==> src/rtl/y86_pkg.sv <==
// Shared Y86-64 encodings for the pipeline: instruction codes, status codes,
// register ids and the writeback status-machine states.
package y86_pkg;

   localparam logic [3:0] ICODE_HALT   = 4'h0;
   localparam logic [3:0] ICODE_NOP    = 4'h1;
   localparam logic [3:0] ICODE_RRMOVQ = 4'h2;
   localparam logic [3:0] ICODE_IRMOVQ = 4'h3;
   localparam logic [3:0] ICODE_RMMOVQ = 4'h4;
   localparam logic [3:0] ICODE_MRMOVQ = 4'h5;
   localparam logic [3:0] ICODE_OPQ    = 4'h6;
   localparam logic [3:0] ICODE_JXX    = 4'h7;
   localparam logic [3:0] ICODE_CALL   = 4'h8;
   localparam logic [3:0] ICODE_RET    = 4'h9;
   localparam logic [3:0] ICODE_PUSHQ  = 4'hA;
   localparam logic [3:0] ICODE_POPQ   = 4'hB;

   localparam logic [2:0] STAT_AOK = 3'd1;
   localparam logic [2:0] STAT_HLT = 3'd2;
   localparam logic [2:0] STAT_ADR = 3'd3;
   localparam logic [2:0] STAT_INS = 3'd4;

   localparam logic [3:0] REG_RSP  = 4'h4;
   localparam logic [3:0] REG_NONE = 4'hF;

   typedef enum logic {
      ST_RUN    = 1'b0,
      ST_HALTED = 1'b1
   } wb_state_t;

   // A data-memory fault overrides whatever status the instruction carried.
   function automatic logic [2:0] resolve_stat(input logic [2:0] stat, input logic dmem_error);
      return dmem_error ? STAT_ADR : stat;
   endfunction

endpackage

==> src/rtl/wb_pipe_reg.sv <==
// W pipeline register: holds the memory-stage result for writeback, with
// hold (stall/halt), bubble insertion and asynchronous reset to a bubble.
module wb_pipe_reg
   import y86_pkg::*;
#(
   parameter int DATA_W = 64,
   parameter int REG_AW = 4
) (
   input  logic              clk,
   input  logic              rst,
   input  logic              hold,
   input  logic              bubble,
   input  logic              vld,
   input  logic [3:0]        icode,
   input  logic [2:0]        stat,
   input  logic [REG_AW-1:0] dst_e,
   input  logic [REG_AW-1:0] dst_m,
   input  logic [DATA_W-1:0] val_e,
   input  logic [DATA_W-1:0] val_m,
   output logic              vld_p1,
   output logic [3:0]        icode_p1,
   output logic [2:0]        stat_p1,
   output logic [REG_AW-1:0] dst_e_p1,
   output logic [REG_AW-1:0] dst_m_p1,
   output logic [DATA_W-1:0] val_e_p1,
   output logic [DATA_W-1:0] val_m_p1
);

   // M -> W boundary; hold outranks bubble so a stalled slot is never lost
   always_ff @(posedge clk or posedge rst) begin
      if (rst) begin
         vld_p1   <= 1'b0;
         icode_p1 <= ICODE_NOP;
         stat_p1  <= STAT_AOK;
         dst_e_p1 <= '1;
         dst_m_p1 <= '1;
         val_e_p1 <= '0;
         val_m_p1 <= '0;
      end else if (hold) begin
         vld_p1   <= vld_p1;
      end else if (bubble) begin
         vld_p1   <= 1'b0;
         icode_p1 <= ICODE_NOP;
         stat_p1  <= STAT_AOK;
         dst_e_p1 <= '1;
         dst_m_p1 <= '1;
         val_e_p1 <= '0;
         val_m_p1 <= '0;
      end else begin
         vld_p1   <= vld;
         icode_p1 <= icode;
         stat_p1  <= stat;
         dst_e_p1 <= dst_e;
         dst_m_p1 <= dst_m;
         val_e_p1 <= val_e;
         val_m_p1 <= val_m;
      end
   end

endmodule

==> src/rtl/writeback_stage.sv <==
// Y86-64 writeback stage: W register, register-file write ports and forwarding
// taps, sticky halt status machine and saturating retired-instruction counter.
module writeback_stage
   import y86_pkg::*;
#(
   parameter int DATA_W = 64,
   parameter int REG_AW = 4,
   parameter int CNT_W  = 32
) (
   input  logic              clk_i,
   input  logic              rst_i,
   input  logic              stall_i,
   input  logic              bubble_i,
   input  logic              valid_i,
   input  logic [3:0]        icode_i,
   input  logic [2:0]        stat_i,
   input  logic              dmem_error_i,
   input  logic [DATA_W-1:0] valE_i,
   input  logic [DATA_W-1:0] valM_i,
   input  logic [REG_AW-1:0] dstE_i,
   input  logic [REG_AW-1:0] dstM_i,
   output logic              rf_we_e_o,
   output logic [REG_AW-1:0] rf_addr_e_o,
   output logic [DATA_W-1:0] rf_data_e_o,
   output logic              rf_we_m_o,
   output logic [REG_AW-1:0] rf_addr_m_o,
   output logic [DATA_W-1:0] rf_data_m_o,
   output logic [2:0]        w_stat_o,
   output logic [2:0]        stat_o,
   output logic              halted_o,
   output logic [CNT_W-1:0]  retired_o
);

   localparam logic [REG_AW-1:0] W_REG_NONE = '1;

   function automatic logic [CNT_W-1:0] sat_inc(input logic [CNT_W-1:0] cnt);
      return (&cnt) ? cnt : cnt + CNT_W'(1);
   endfunction

   logic              vld_p1;
   logic [3:0]        icode_p1;
   logic [2:0]        stat_p1;
   logic [REG_AW-1:0] dst_e_p1;
   logic [REG_AW-1:0] dst_m_p1;
   logic [DATA_W-1:0] val_e_p1;
   logic [DATA_W-1:0] val_m_p1;

   wb_state_t         state_q;
   wb_state_t         state_d;
   logic [2:0]        stat_q;
   logic [2:0]        stat_d;
   logic [CNT_W-1:0]  retired_q;
   logic              halted;
   logic              w_live;
   logic              unused_icode;

   assign halted = (state_q == ST_HALTED);

   wb_pipe_reg #(
      .DATA_W (DATA_W),
      .REG_AW (REG_AW)
   ) u_pipe_reg (
      .clk      (clk_i),
      .rst      (rst_i),
      .hold     (halted | stall_i),
      .bubble   (bubble_i),
      .vld      (valid_i),
      .icode    (icode_i),
      .stat     (resolve_stat(stat_i, dmem_error_i)),
      .dst_e    (dstE_i),
      .dst_m    (dstM_i),
      .val_e    (valE_i),
      .val_m    (valM_i),
      .vld_p1   (vld_p1),
      .icode_p1 (icode_p1),
      .stat_p1  (stat_p1),
      .dst_e_p1 (dst_e_p1),
      .dst_m_p1 (dst_m_p1),
      .val_e_p1 (val_e_p1),
      .val_m_p1 (val_m_p1)
   );

   // Icode travels with the slot for debug visibility only.
   assign unused_icode = ^icode_p1;

   // W stage outputs: a live slot is a real, healthy instruction while running
   assign w_live      = vld_p1 & (stat_p1 == STAT_AOK) & ~halted;
   assign rf_we_m_o   = w_live & (dst_m_p1 != W_REG_NONE);
   assign rf_we_e_o   = w_live & (dst_e_p1 != W_REG_NONE)
                        & ~((dst_e_p1 == dst_m_p1) & rf_we_m_o);
   assign rf_addr_e_o = dst_e_p1;
   assign rf_data_e_o = val_e_p1;
   assign rf_addr_m_o = dst_m_p1;
   assign rf_data_m_o = val_m_p1;
   assign w_stat_o    = stat_p1;
   assign stat_o      = stat_q;
   assign halted_o    = halted;
   assign retired_o   = retired_q;

   always_ff @(posedge clk_i or posedge rst_i) begin
      if (rst_i) begin
         state_q <= ST_RUN;
         stat_q  <= STAT_AOK;
      end else begin
         state_q <= state_d;
         stat_q  <= stat_d;
      end
   end

   always_comb begin
      state_d = state_q;
      stat_d  = stat_q;
      case (state_q)
         ST_RUN: begin
            if (vld_p1 && (stat_p1 != STAT_AOK)) begin
               state_d = ST_HALTED;
               stat_d  = stat_p1;
            end
         end
         ST_HALTED: begin
            state_d = ST_HALTED;
         end
         default: begin
            state_d = ST_RUN;
         end
      endcase
   end

   // A stalled instruction is counted only on the edge that moves it out of W.
   always_ff @(posedge clk_i or posedge rst_i) begin
      if (rst_i) begin
         retired_q <= '0;
      end else if (w_live && !stall_i) begin
         retired_q <= sat_inc(retired_q);
      end
   end

endmodule

==> config.mk <==
export PLATFORM = sky130hd
export DESIGN_NAME = writeback_stage
export DESIGN_NICKNAME = d
export VERILOG_FILES = /design/src/rtl/y86_pkg.sv /design/src/rtl/wb_pipe_reg.sv /design/src/rtl/writeback_stage.sv
export SDC_FILE = /design/constraint.sdc
export NUM_CORES = 1
export LEC_CHECK = 0
export BUFFER_PORTS_ARGS = -buffer_cell sky130_fd_sc_hd__clkbuf_2
export CAP_MARGIN = 20
export CORE_AREA = 2 2 126 128
export DETAILED_ROUTE_END_ITERATION = 16
export DIE_AREA = 0 0 128 130
export PLACE_DENSITY = 0.76
export SYNTH_ARGS = -nofsm -noshare
export SYNTH_HDL_FRONTEND = slang
export SYNTH_HIERARCHICAL = 1
export SYNTH_SLANG_ARGS = --single-unit
==> constraint.sdc <==
create_clock -name clk_i -period 8.4 [get_ports clk_i]
set_input_delay 0 -clock clk_i [delete_from_list [all_inputs] [get_ports clk_i]]
set_output_delay 0 -clock clk_i [all_outputs]
set_load 0.01 [all_outputs]
### After elaboration in Yosys (flattened, before gate mapping)

Index checks and enable logic that the tools add are counted.

| storage, ports and cells | value |
|---|---|
| flip-flop bits (word level) | 176 |
| latch bits | 0 |
| RAM bits | 0 |
| bits in read-only memories | 0 |
| bits of input ports | 149 |
| output and inout port bits | 177 |
| word-level logic and storage cells | 40 |
| memories | 0 |

| operators by class | value |
|---|---|
| add/subtract/negate cells | 1 |
| multipliers | 0 |
| divide/modulo/power cells | 0 |
| order comparisons | 0 |
| equal/unequal tests | 5 |
| shift-type cells | 0 |
| mux-type cells | 9 |
| bitwise logic cells | 10 |
| reduce and logical (&&, ||, !) cells | 6 |

Operators by type and width:

| kind | count |
|---|---|
| 64-bit 2-to-1 mux | 2 |
| 32-bit by 1-bit adder with 32-bit output, second input constant | 1 |
| 32-bit AND reduction | 1 |
| 4-bit 2-to-1 mux | 2 |
| 4-bit != test, second input constant | 2 |
| 1-bit bitwise AND | 6 |
| 3-bit 2-to-1 mux | 2 |
| 4-bit equality test | 1 |
| 2-bit AND reduction | 2 |
| 3-bit by 1-bit equality test with 1-bit output, second input constant | 1 |
| 3-bit by 1-bit != test with 1-bit output, second input constant | 1 |
| 1-bit NOT | 3 |
| 1-bit logical AND | 2 |
| 1-bit 2-to-1 mux | 2 |
| 1-bit one-hot mux with 2 select lines | 1 |
| 1-bit logical NOT | 1 |
| 1-bit bitwise OR | 1 |

### Logic depth before layout (Yosys ltp)

Gate-level depths: netlist of the first run.

| logic depth | value |
|---|---|
| depth in word-level cells | 7 |
| gate-level depth with buffers | 8 |
| gate-level depth less buffers | 5 |

### By module

Netlist of the first run, hierarchy kept.

By module, submodules not included:

| module | instances | cells each | area each (sq um) | seq. area each (sq um) |
|---|---|---|---|---|
| wb_pipe_reg | 1 | 344 | 5,108.6 | 3,616.0 |
| writeback_stage | 1 | 182 | 1,953.1 | 902.1 |

### Worst setup path after synthesis of the first run

Ideal clock, no wire load.

| timing path | value |
|---|---|
| path type | register -> register |
| start point | register retired_q[0], in the netlist retired_o[0] |
| end point | register retired_q[1], in the netlist retired_o[1] |
| setup time | 0.125 ns |
| arrival time | 1.737 ns |
| slack | 6.538 ns |
| stages on the path, launching flop included | 8 |
| clock period less this slack | 1.862 ns |
| cells stage by stage | dfrtp_1 -> ha_1 -> and3_4 -> buf_6 -> and4_4 -> buf_6 -> nor2_1 -> mux2_2 |

| on the way | value |
|---|---|
| longest elaborated chain between the ends | 3 |
| elaborated cells between the ends (all ways) | 4 |

RTL lines:

| item | RTL line | text |
|---|---|---|
| start: declaration | writeback_stage.sv:52 | `logic [CNT_W-1:0] retired_q;` |
| start signal: assignment | writeback_stage.sv:134 | `retired_q <= sat_inc(retired_q);` |
| parallel branches: the longest is 3 deep, another holds 32-bit by 1-bit adder with 32-bit output | - |  |

Parallel ways; which one is timed is not known.
A chain may end at the register's enable or synchronous reset.

### Final worst setup path of the first run

| timing path | value |
|---|---|
| start point | register state_q, in the netlist halted_o |
| end point | register u_pipe_reg.val_e_p1[7] |

| on the way | value |
|---|---|
| longest elaborated chain between the ends | 1 |

RTL lines:

| item | RTL line | text |
|---|---|---|
| start: declaration | writeback_stage.sv:48 | `wb_state_t state_q;` |
| start signal: assignment | writeback_stage.sv:105 | `state_q <= state_d;` |
| 1-bit bitwise OR | writeback_stage.sv:65 | `.hold (halted \| stall_i),` |
| end signal: assignment | wb_pipe_reg.sv:55 | `val_e_p1 <= val_e;` |
| end: declaration | wb_pipe_reg.sv:25 | `output logic [DATA_W-1:0] val_e_p1,` |

No other way between the ends.

==> results.cfg, run 1 <==
[status]
outcome = finished clean

[route]
routed_wirelength_um = 22600
wl_per_cell_um = 19.1
drc_errors = 0
dr.pass1.iters = 5
vias_per_cell = 5.35
drt_iter0_markers = 522
ant_nets = 0
via_count = 6333

[yosys]
synth_area_sq_um = 6920
syn_area_per_cell_sq_um = 13.5
synth_cells = 514
synth_nets = 664
yosysWarnings = 6

[die]
fp.dieH_um = 130
ioPinCount = 326
core_sq_um = 15400
fp-row-count = 46
chipWidth_um = 128
die-area_sq_um = 16600
start_util = 0.448

[placed_design]
dpl.cell_count = 995
dpl.hpwl_um = 13400
place_congestion = 0.881
portBuffers = 321
pre_cts_ws_ns = 5.33

[finish]
fin_nets = 1126
synthToLayoutAreaGrowth_pct = 55.6
final_util = 0.698
most-common-layout-cells = clkbuf_2 (321), dfrtp_1 (166), dlygate4sd3_1 (152), a22o_1 (133), nand2_1 (23)
drive_gt1_frac = 0.395
final_common_cell = clkbuf_2
stdcell_count = 1183

[pwr]
p_sw_uw = 1130
power_uw = 3420
vdd_drop_max_v = 0.000191
pwr-share-comb = 0.333
p_leak_uw = 0.00559
sequentialPowerShare = 0.433
clkPwrFrac = 0.234
p_per_area_nw_per_um2 = 318
sw_frac_of_total = 0.331
p_int_uw = 2290

[global_routing]
grt_usage = 0.267
grt_overflow = 0
grt_max_degree = 98
antenna_found_initial = 1
grt_pass1_vias = 6491
grt_pass1_wl_um = 34400

[critical_path]
crit_type = flop to flop
cp_max_fo = 86
crit_family = buffers and inverters
cp_slowest_cell = buf_4
start_kind = flop
required_ns = 8.74
crit_buf_inv = 2
slowest_delay_ns = 0.70
crit_chain = nor2_1, inv_4, nor2_4, buf_4, a22o_1
setup.worst_path.end_class = flop
cp.arrival_ns = 2.73

[timing]
worstMarginPinSlew_ns = 0.955
tns_ns = 0
setup_ws_ns = 6.00
drv_slew = 0
rsz0062_at_grt = no
hold_viol = 0
max_freq_ghz = 0.417
skew_ns = 0.0122
relSlewSlack = 0.363
period_needed_ns = 2.40
setup_viol = 0
min_period_over_period = 0.285

[cts]
htree_levels = 4
cts_tree = built
numCtsBuffers = 17
cts_sinks = 176
clk_pin_slew_ns = 0.07
cts-resized-gates = 0
clock_latency_ns = 0.41
clockRootBuffer = clkbuf_16
clockBufferDepth = 2
cts_setup_buffers = 0

[min_path]
worstHoldPathType = primary input to flop

[job]
cap_violations = 0
==> through the flow <==
stage | area, sq um | hold slack, ns
floorplan | 6920 | 0.128
global placement | 8590 | 0.0842
detailed placement | 8590 | 0.0904
CTS | 10700 | 0.00323
global route | 10800 | 0.0456
finish | 10800 | 0.0310
==> cell type report <==
cell class	instances	area, sq um
antenna	2	5.00
clock buffer	22	474
clock inverter	10	125
fill	1039	4660
inverter	6	30.0
multi-input combinational	296	2260
sequential	176	4420
tap	192	240
timing repair buffer	479	3210
==> path summary, 6_finish.rpt <==
| check | start | end | slack [ns] | cells after the start |
|---|---|---|---|---|
| setup / recovery | halted_o$_DFF_PP0_ | u_pipe_reg/val_e_p1[7]$_DFFE_PP0N_ | 6.00 | 5 |
| hold / removal | bubble_i | u_pipe_reg/dst_e_p1[1]$_DFFE_PP1N_ | 0.03 | 3 |
| setup reg to reg | halted_o$_DFF_PP0_ | u_pipe_reg/val_e_p1[7]$_DFFE_PP0N_ | 6.00 | 5 |
| hold reg to reg | retired_o[5]$_DFFE_PP0P_ | retired_o[5]$_DFFE_PP0P_ | 0.50 | 1 |
| max in group asynchronous | rst_i | u_pipe_reg/val_e_p1[25]$_DFFE_PP0N_ | 7.15 | 5 |
| min in group asynchronous | rst_i | u_pipe_reg/val_m_p1[32]$_DFFE_PP0N_ | 0.25 | 3 |
==> worst reg2reg max path: stages (launching register included) <==
cell and delay [ns]:
dfrtp_1 0.43, nor2_1 0.30, inv_4 0.28, nor2_4 0.25, buf_4 0.70, a22o_1 0.37
==> timing repair <==
item | in CTS | in global routing
hold endpoints to repair | 231 | 0
setup endpoints to repair | 0 | 0
hold buffers | 152 | 0
==> state kept, by name (all words and copies together), names as in the netlist <==
register	flops
u_pipe_reg/stat_p1	3
halted_o	1
retired_o	32
u_pipe_reg/val_e_p1	64
u_pipe_reg/val_m_p1	64
u_pipe_reg/dst_m_p1	4
stat_o	3
u_pipe_reg/vld_p1	1
u_pipe_reg/dst_e_p1	4
==> power groups by stage <==
| stage | sequential, uW | clock [uW] | combinational, uW |
|---|---|---|---|
| after floorplan | 1600 | 0 | 384 |
| after global placement | 1460 | 0 | 1030 |
| after detailed placement | 1450 | 0 | 1060 |
| after CTS | 1460 | 817 | 1110 |
| after global routing | 1520 | 850 | 1210 |
| final | 1480 | 800 | 1140 |
==> per-layer routing <==
layer  wire length, um  vias to the layer above  part of all wire  global-route usage
met2             11400                      318              0.51               0.443
li1                  -                     2832                 -                   -
met1              8850                     3120              0.39               0.327
met5                30                        -            0.0013              0.0147
met3              1470                       61             0.065              0.0759
met4               761                        2             0.034               0.118
Note: power is estimated with default switching activity, not from simulation.
==> inputs of run 2 (changes only) <==
--- a/config.mk
+++ b/config.mk
@@ -5,12 +5,13 @@
 export SDC_FILE = /design/constraint.sdc
 export NUM_CORES = 1
 export LEC_CHECK = 0
+export ABC_AREA = 1
 export BUFFER_PORTS_ARGS = -buffer_cell sky130_fd_sc_hd__clkbuf_2
 export CAP_MARGIN = 20
-export CORE_AREA = 2 2 126 128
+export CORE_ASPECT_RATIO = 0.8
+export CORE_UTILIZATION = 48
 export DETAILED_ROUTE_END_ITERATION = 16
-export DIE_AREA = 0 0 128 130
-export PLACE_DENSITY = 0.76
+export PLACE_DENSITY = 0.77
 export SYNTH_ARGS = -nofsm -noshare
 export SYNTH_HDL_FRONTEND = slang
 export SYNTH_HIERARCHICAL = 1
==> constraint.sdc (replaced) <==
create_clock -name clk_i -period 2.5 [get_ports clk_i]
set_input_delay 0 -clock clk_i [delete_from_list [all_inputs] [get_ports clk_i]]
set_output_delay 0 -clock clk_i [all_outputs]
set_load 0.01 [all_outputs]
==> run 2 against run 1 <==
  * Wire length increased by 17%
  * Sequential cell count unchanged
  * Sequential power increased to 3.3 times the previous value
  * Sequential share of layout area decreased by 2.8 points
  * Fmax increased by 23%
  * Cell count increased by 39%
==> results.cfg, run 2 <==
[placed_design]
place_congestion = 0.905
dpl.hpwl_um = 15800
post_dp_cell_area_sq_um = 9470
portBuffers = 321

[timing]
relSlewSlack = 0.531
max_freq_ghz = 0.515
tns_ns = 0
setup_viol = 0
rsz0062_at_grt = no
skew_ns = 0.0190
drv_slew = 0
hold_viol = 0
worstMarginPinSlew_ns = 0.704
min_period_over_period = 0.776
period_needed_ns = 1.94

[finish]
final_cell_area_sq_um = 11600
drive_gt1_frac = 0.271
most-common-layout-cells = nand2_1 (610), clkbuf_2 (321), dfrtp_1 (166), dlygate4sd3_1 (149), nor2_1 (40)
final_common_cell = nand2_1
fill_cells = 1017
synthToLayoutAreaGrowth_pct = 50.2
final_util = 0.754
fin_nets = 1575

[pwr]
sequentialPowerShare = 0.437
vdd_drop_max_v = 0.000657
pwr-share-comb = 0.320
p_per_area_nw_per_um2 = 967
p_int_uw = 7090
clkPwrFrac = 0.243
p_sw_uw = 4080
p_leak_uw = 0.00651
sw_frac_of_total = 0.365

[global_routing]
grt_usage = 0.330
grt_pass1_vias = 8249
grt_pass1_wl_um = 41300
grt_overflow = 0
antenna_found_initial = 1
grt_max_degree = 116

[critical_path]
crit_start = halted_o$_DFF_PP0_
required_ns = 2.87
reg2reg_to = u_pipe_reg/dst_m_p1[1]$_DFFE_PP1N_
path_common_cell = inv_1
cp_slowest_cell = dlygate4sd3_1
setup.worst_path.end_class = flop
cp.arrival_ns = 2.31
crit_type = flop to flop
cp_max_fo = 28
reg2reg_depth = 6
start_kind = flop
slowest_delay_ns = 0.59
rrSetupSlack_ns = 0.56
crit_chain = inv_1, nand2_4, inv_1, o21ai_0, dlygate4sd3_1, nand2_1
r2r-start = halted_o$_DFF_PP0_

[route]
drt_iter0_markers = 623
via_count = 8166
routed_wirelength_um = 26400
ant_nets = 0
vias_per_cell = 4.95
wl_per_cell_um = 16.0
dr.pass1.iters = 5
drc_errors = 0

[min_path]
worstHoldEndpoint = u_pipe_reg/dst_e_p1[1]$_DFFE_PP1N_
worstHoldPathCells = 3
min_from = bubble_i
worstHoldPathType = primary input to flop

[yosys]
synth_nets = 1114
synth_area_sq_um = 7690
yosysWarnings = 6
syn_area_per_cell_sq_um = 7.98
synth_cells = 964

[cts]
cts_sinks = 176
cts_setup_buffers = 0
cts-resized-gates = 0
clk_pin_slew_ns = 0.07
clock_latency_ns = 0.43
clockBufferDepth = 2
htree_levels = 4
holdBufCountCts = 149
cts_tree = built
numCtsBuffers = 17
clockRootBuffer = clkbuf_16

[die]
start_util = 0.502
ioPinCount = 326
fp-row-count = 40
core_sq_um = 15300
die-area_sq_um = 16500
chipWidth_um = 144
fp.dieH_um = 115

[job]
cap_violations = 0

[status]
outcome = finished clean
run 2: through the flow:
stage	std cells	total power, uW	setup slack (ns)	hold slack (ns)
global placement	1467	7930	0.800	0.156
CTS	1648	10900	0.657	0.00446
global route	1649	11700	0.489	0.0676
floorplan	964	6320	0.758	0.110
finish	1650	11200	0.560	0.0676
detailed placement	1467	8020	0.731	0.165
run 2: cell type report:
type / instances / area [sq um] / area share
sequential: 176 / 4420 / 0.382
timing repair buffer: 479 / 3200 / 0.277
multi-input combinational: 724 / 2970 / 0.257
clock buffer: 18 / 439 / 0.0380
tap: 210 / 263 / 0.0227
clock inverter: 14 / 153 / 0.0132
inverter: 27 / 105 / 0.00910
antenna: 2 / 5.00 / 0.000433
run 2: worst max path at each step:
| stage | endpoint | cells after the start | slack [ns] |
|---|---|---|---|
| final | u_pipe_reg/dst_m_p1[1]$_DFFE_PP1N_ | 6 | 0.56 |
| after global routing | u_pipe_reg/dst_m_p1[3]$_DFFE_PP1N_ | 6 | 0.49 |
| after CTS | u_pipe_reg/stat_p1[0]$_DFFE_PP1N_ | 6 | 0.66 |
| after detailed placement | retired_o[28]$_DFFE_PP0P_ | 9 | 0.73 |
| after global placement | retired_o[20]$_DFFE_PP0P_ | 9 | 0.80 |
| after floorplan | u_pipe_reg/stat_p1[1]$_DFFE_PP0N_ | 1 | 0.76 |
run 2: routing by layer:
metal | wire length (um) | GRT usage | up-vias
met1 | 10000 | 0.381 | 3824
met4 | 1330 | 0.177 | 0
met5 | 0 | 0 | -
li1 | - | - | 3830
met3 | 2080 | 0.100 | 119
met2 | 13000 | 0.555 | 393
run 2: power groups by stage:
stage / combinational (uW) / sequential, uW / clock, uW
6_report: 3580 / 4880 / 2710
3_5_place_dp: 3260 / 4770 / 0
3_3_place_gp: 3170 / 4760 / 0
5_1_grt: 3850 / 4990 / 2880
4_1_cts: 3430 / 4780 / 2730
2_1_floorplan: 1040 / 5280 / 0
run 2: worst max-delay path, delay by kind of cell, from the launching register on:
| kind | cells | cell delay [ns] |
|---|---|---|
| AND/OR/NAND/NOR | 2 | 0.29 |
| AO/OA/AOI/OAI | 1 | 0.16 |
| flip-flops | 1 | 0.38 |
| buffers and inverters | 3 | 1.05 |
==> inputs of run 3 (changes only) <==
--- a/config.mk
+++ b/config.mk
@@ -9,9 +9,9 @@
 export BUFFER_PORTS_ARGS = -buffer_cell sky130_fd_sc_hd__clkbuf_2
 export CAP_MARGIN = 20
 export CORE_ASPECT_RATIO = 0.8
-export CORE_UTILIZATION = 48
+export CORE_UTILIZATION = 44
 export DETAILED_ROUTE_END_ITERATION = 16
-export PLACE_DENSITY = 0.77
+export PLACE_DENSITY = 0.74
 export SYNTH_ARGS = -nofsm -noshare
 export SYNTH_HDL_FRONTEND = slang
 export SYNTH_HIERARCHICAL = 1
==> constraint.sdc (replaced) <==
create_clock -name clk_i -period 1.6 [get_ports clk_i]
set_input_delay 0 -clock clk_i [delete_from_list [all_inputs] [get_ports clk_i]]
set_output_delay 0 -clock clk_i [all_outputs]
set_load 0.01 [all_outputs]
==> run 3 against run 2 <==
  * Critical path depth up 4
  * Design area up 4.8%
  * Fmax up 24%
  * Worst setup slack worse by 0.53 ns
  * Global-route usage down 1.9 points
  * Cell count up 3.3%
  * Core utilization down 3.5 points
  * Total power up 59%
  * Sequential cell count unchanged
  * Critical endpoint is now retired_o[3]$_DFFE_PP0P_
  * Clock skew up 0.0019 ns
  * Clock power up 63%
==> results.cfg, run 3 (synthesis gave the netlist of run 2 again) <==
[route]
routed_wirelength_um = 27700
dr.pass1.iters = 6
ant_nets = 0
drc_errors = 0
wl_per_cell_um = 16.3
vias_per_cell = 4.93
drt_iter0_markers = 590
via_count = 8409

[timing]
skew_ns = 0.0209
period_needed_ns = 1.57
setup_viol = 0
hold_ws_ns = 0.136
setup_ws_ns = 0.0336
min_period_over_period = 0.979
hold_viol = 0
relSlewSlack = 0.677
worstMarginPinSlew_ns = 0.484
rsz0062_at_grt = yes
drv_slew = 0
max_freq_ghz = 0.638

[pwr]
pwr-share-comb = 0.323
p_per_area_nw_per_um2 = 1470
vdd_drop_max_v = 0.00103
sw_frac_of_total = 0.370
sequentialPowerShare = 0.428
clkPwrFrac = 0.249
p_sw_uw = 6580
p_leak_uw = 0.00679
p_int_uw = 11200

[die]
die-area_sq_um = 18000
core_sq_um = 16800
ioPinCount = 326
start_util = 0.458
chipWidth_um = 150
fp-row-count = 42
fp.dieH_um = 120

[min_path]
min_from = stall_i
worstHoldPathType = primary input to flop
worstHoldPathCells = 6
worstHoldEndpoint = retired_o[24]$_DFFE_PP0P_

[critical_path]
crit_type = flop to flop
crit_chain = ha_2, nand2_2, nor2_4, nand2_4, nor2_4, nand2_2, nand3_4, buf_8, nand2_1, nand2_1
r2r-start = retired_o[1]$_DFFE_PP0P_
slowest_delay_ns = 0.36
required_ns = 1.97
reg2reg_to = retired_o[3]$_DFFE_PP0P_
crit_family = simple AND/OR/NAND/NOR gates
cp_max_fo = 8
reg2reg_depth = 10
setup.worst_path.end_class = flop
crit_buf_inv = 1
cp_slowest_cell = dfrtp_1
rrSetupSlack_ns = 0.03
cp.arrival_ns = 1.93
start_kind = flop

[global_routing]
grt_pass1_wl_um = 42900
grt_pass1_vias = 8587
grt_overflow = 0
grt_max_degree = 82
antenna_found_initial = 2
grt_usage = 0.311

[status]
outcome = finished clean

[placed_design]
post_dp_cell_area_sq_um = 9830
place_congestion = 0.874
dpl.hpwl_um = 16900
pre_cts_ws_ns = -0.0288
portBuffers = 321

[cts]
cts_sinks = 176
clockRootBuffer = clkbuf_16
clk_pin_slew_ns = 0.07
htree_levels = 4
numCtsBuffers = 17
clock_latency_ns = 0.43
clockBufferDepth = 2
cts_tree = built

[finish]
most-common-layout-cells = nand2_1 (593), clkbuf_2 (320), dfrtp_1 (157), dlygate4sd3_1 (143), buf_4 (46)
fin_nets = 1617
synthToLayoutAreaGrowth_pct = 57.3
final_util = 0.720
drive_gt1_frac = 0.321
final_common_cell = nand2_1
final_cell_area_sq_um = 12100

[job]
cap_violations = 0
-- run 3: how the worst max path moves through the flow --
| stage | start | endpoint | cells after the start |
|---|---|---|---|
| finish | retired_o[1]$_DFFE_PP0P_ | retired_o[3]$_DFFE_PP0P_ | 10 |
| detailed placement | u_pipe_reg/stat_p1[0]$_DFFE_PP1N_ | retired_o[16]$_DFFE_PP0P_ | 7 |
| global placement | u_pipe_reg/stat_p1[0]$_DFFE_PP1N_ | retired_o[12]$_DFFE_PP0P_ | 7 |
| global route | retired_o[1]$_DFFE_PP0P_ | retired_o[3]$_DFFE_PP0P_ | 10 |
| floorplan | rst_i | u_pipe_reg/stat_p1[1]$_DFFE_PP0N_ | 1 |
| CTS | u_pipe_reg/stat_p1[0]$_DFFE_PP1N_ | rf_we_e_o | 5 |
-- run 3: stage by stage --
step / total power, uW / setup TNS (ns) / instances
after floorplan: 9870 / -18.57 / 964
after global placement: 12500 / 0 / 1517
after detailed placement: 12600 / -0.201 / 1517
after CTS: 17400 / -0.00891 / 1693
after global routing: 18700 / -1.04 / 1702
final: 17800 / 0 / 1705
-- run 3: layout make-up --
type | instances | area, sq um
timing repair buffer | 521 | 3590
inverter | 27 | 105
tap | 220 | 275
sequential | 176 | 4430
multi-input combinational | 724 | 3070
fill | 1173 | 4710
clock inverter | 14 | 196
clock buffer | 18 | 429
antenna | 5 | 12.5
-- run 3: worst min-delay path: stages --
cell	delay, ns
clkbuf_2	0.10
inv_1	0.10
nand2_1	0.12
a21oi_1	0.06
nand3b_1	0.08
nand2_1	0.05
-- run 3: routing by layer --
metal,share of wire,routed length [um],GRT usage,vias to the layer above
met5,0,0,0,-
met4,0.052,1440,0.162,0
met3,0.076,2110,0.0985,123
met2,0.50,13800,0.523,415
met1,0.38,10400,0.356,3952
li1,-,-,-,3919
-- run 3: power by group through the flow --
stage	logic (uW)	registers (uW)	clock network, uW
4_1_cts	5500	7470	4450
3_5_place_dp	5190	7430	0
6_report	5740	7610	4420
3_3_place_gp	5020	7440	0
5_1_grt	6220	7790	4680
2_1_floorplan	1630	8250	0
-- run 3: repair_timing --
action	4_1_cts	5_1_grt
buffers inserted	1	6
gates resized for setup	3	45
hold buffers	143	0
cloned	0	1
pin swaps	2	15
setup endpoints to repair	20	34
endpoints found under the hold margin	203	0
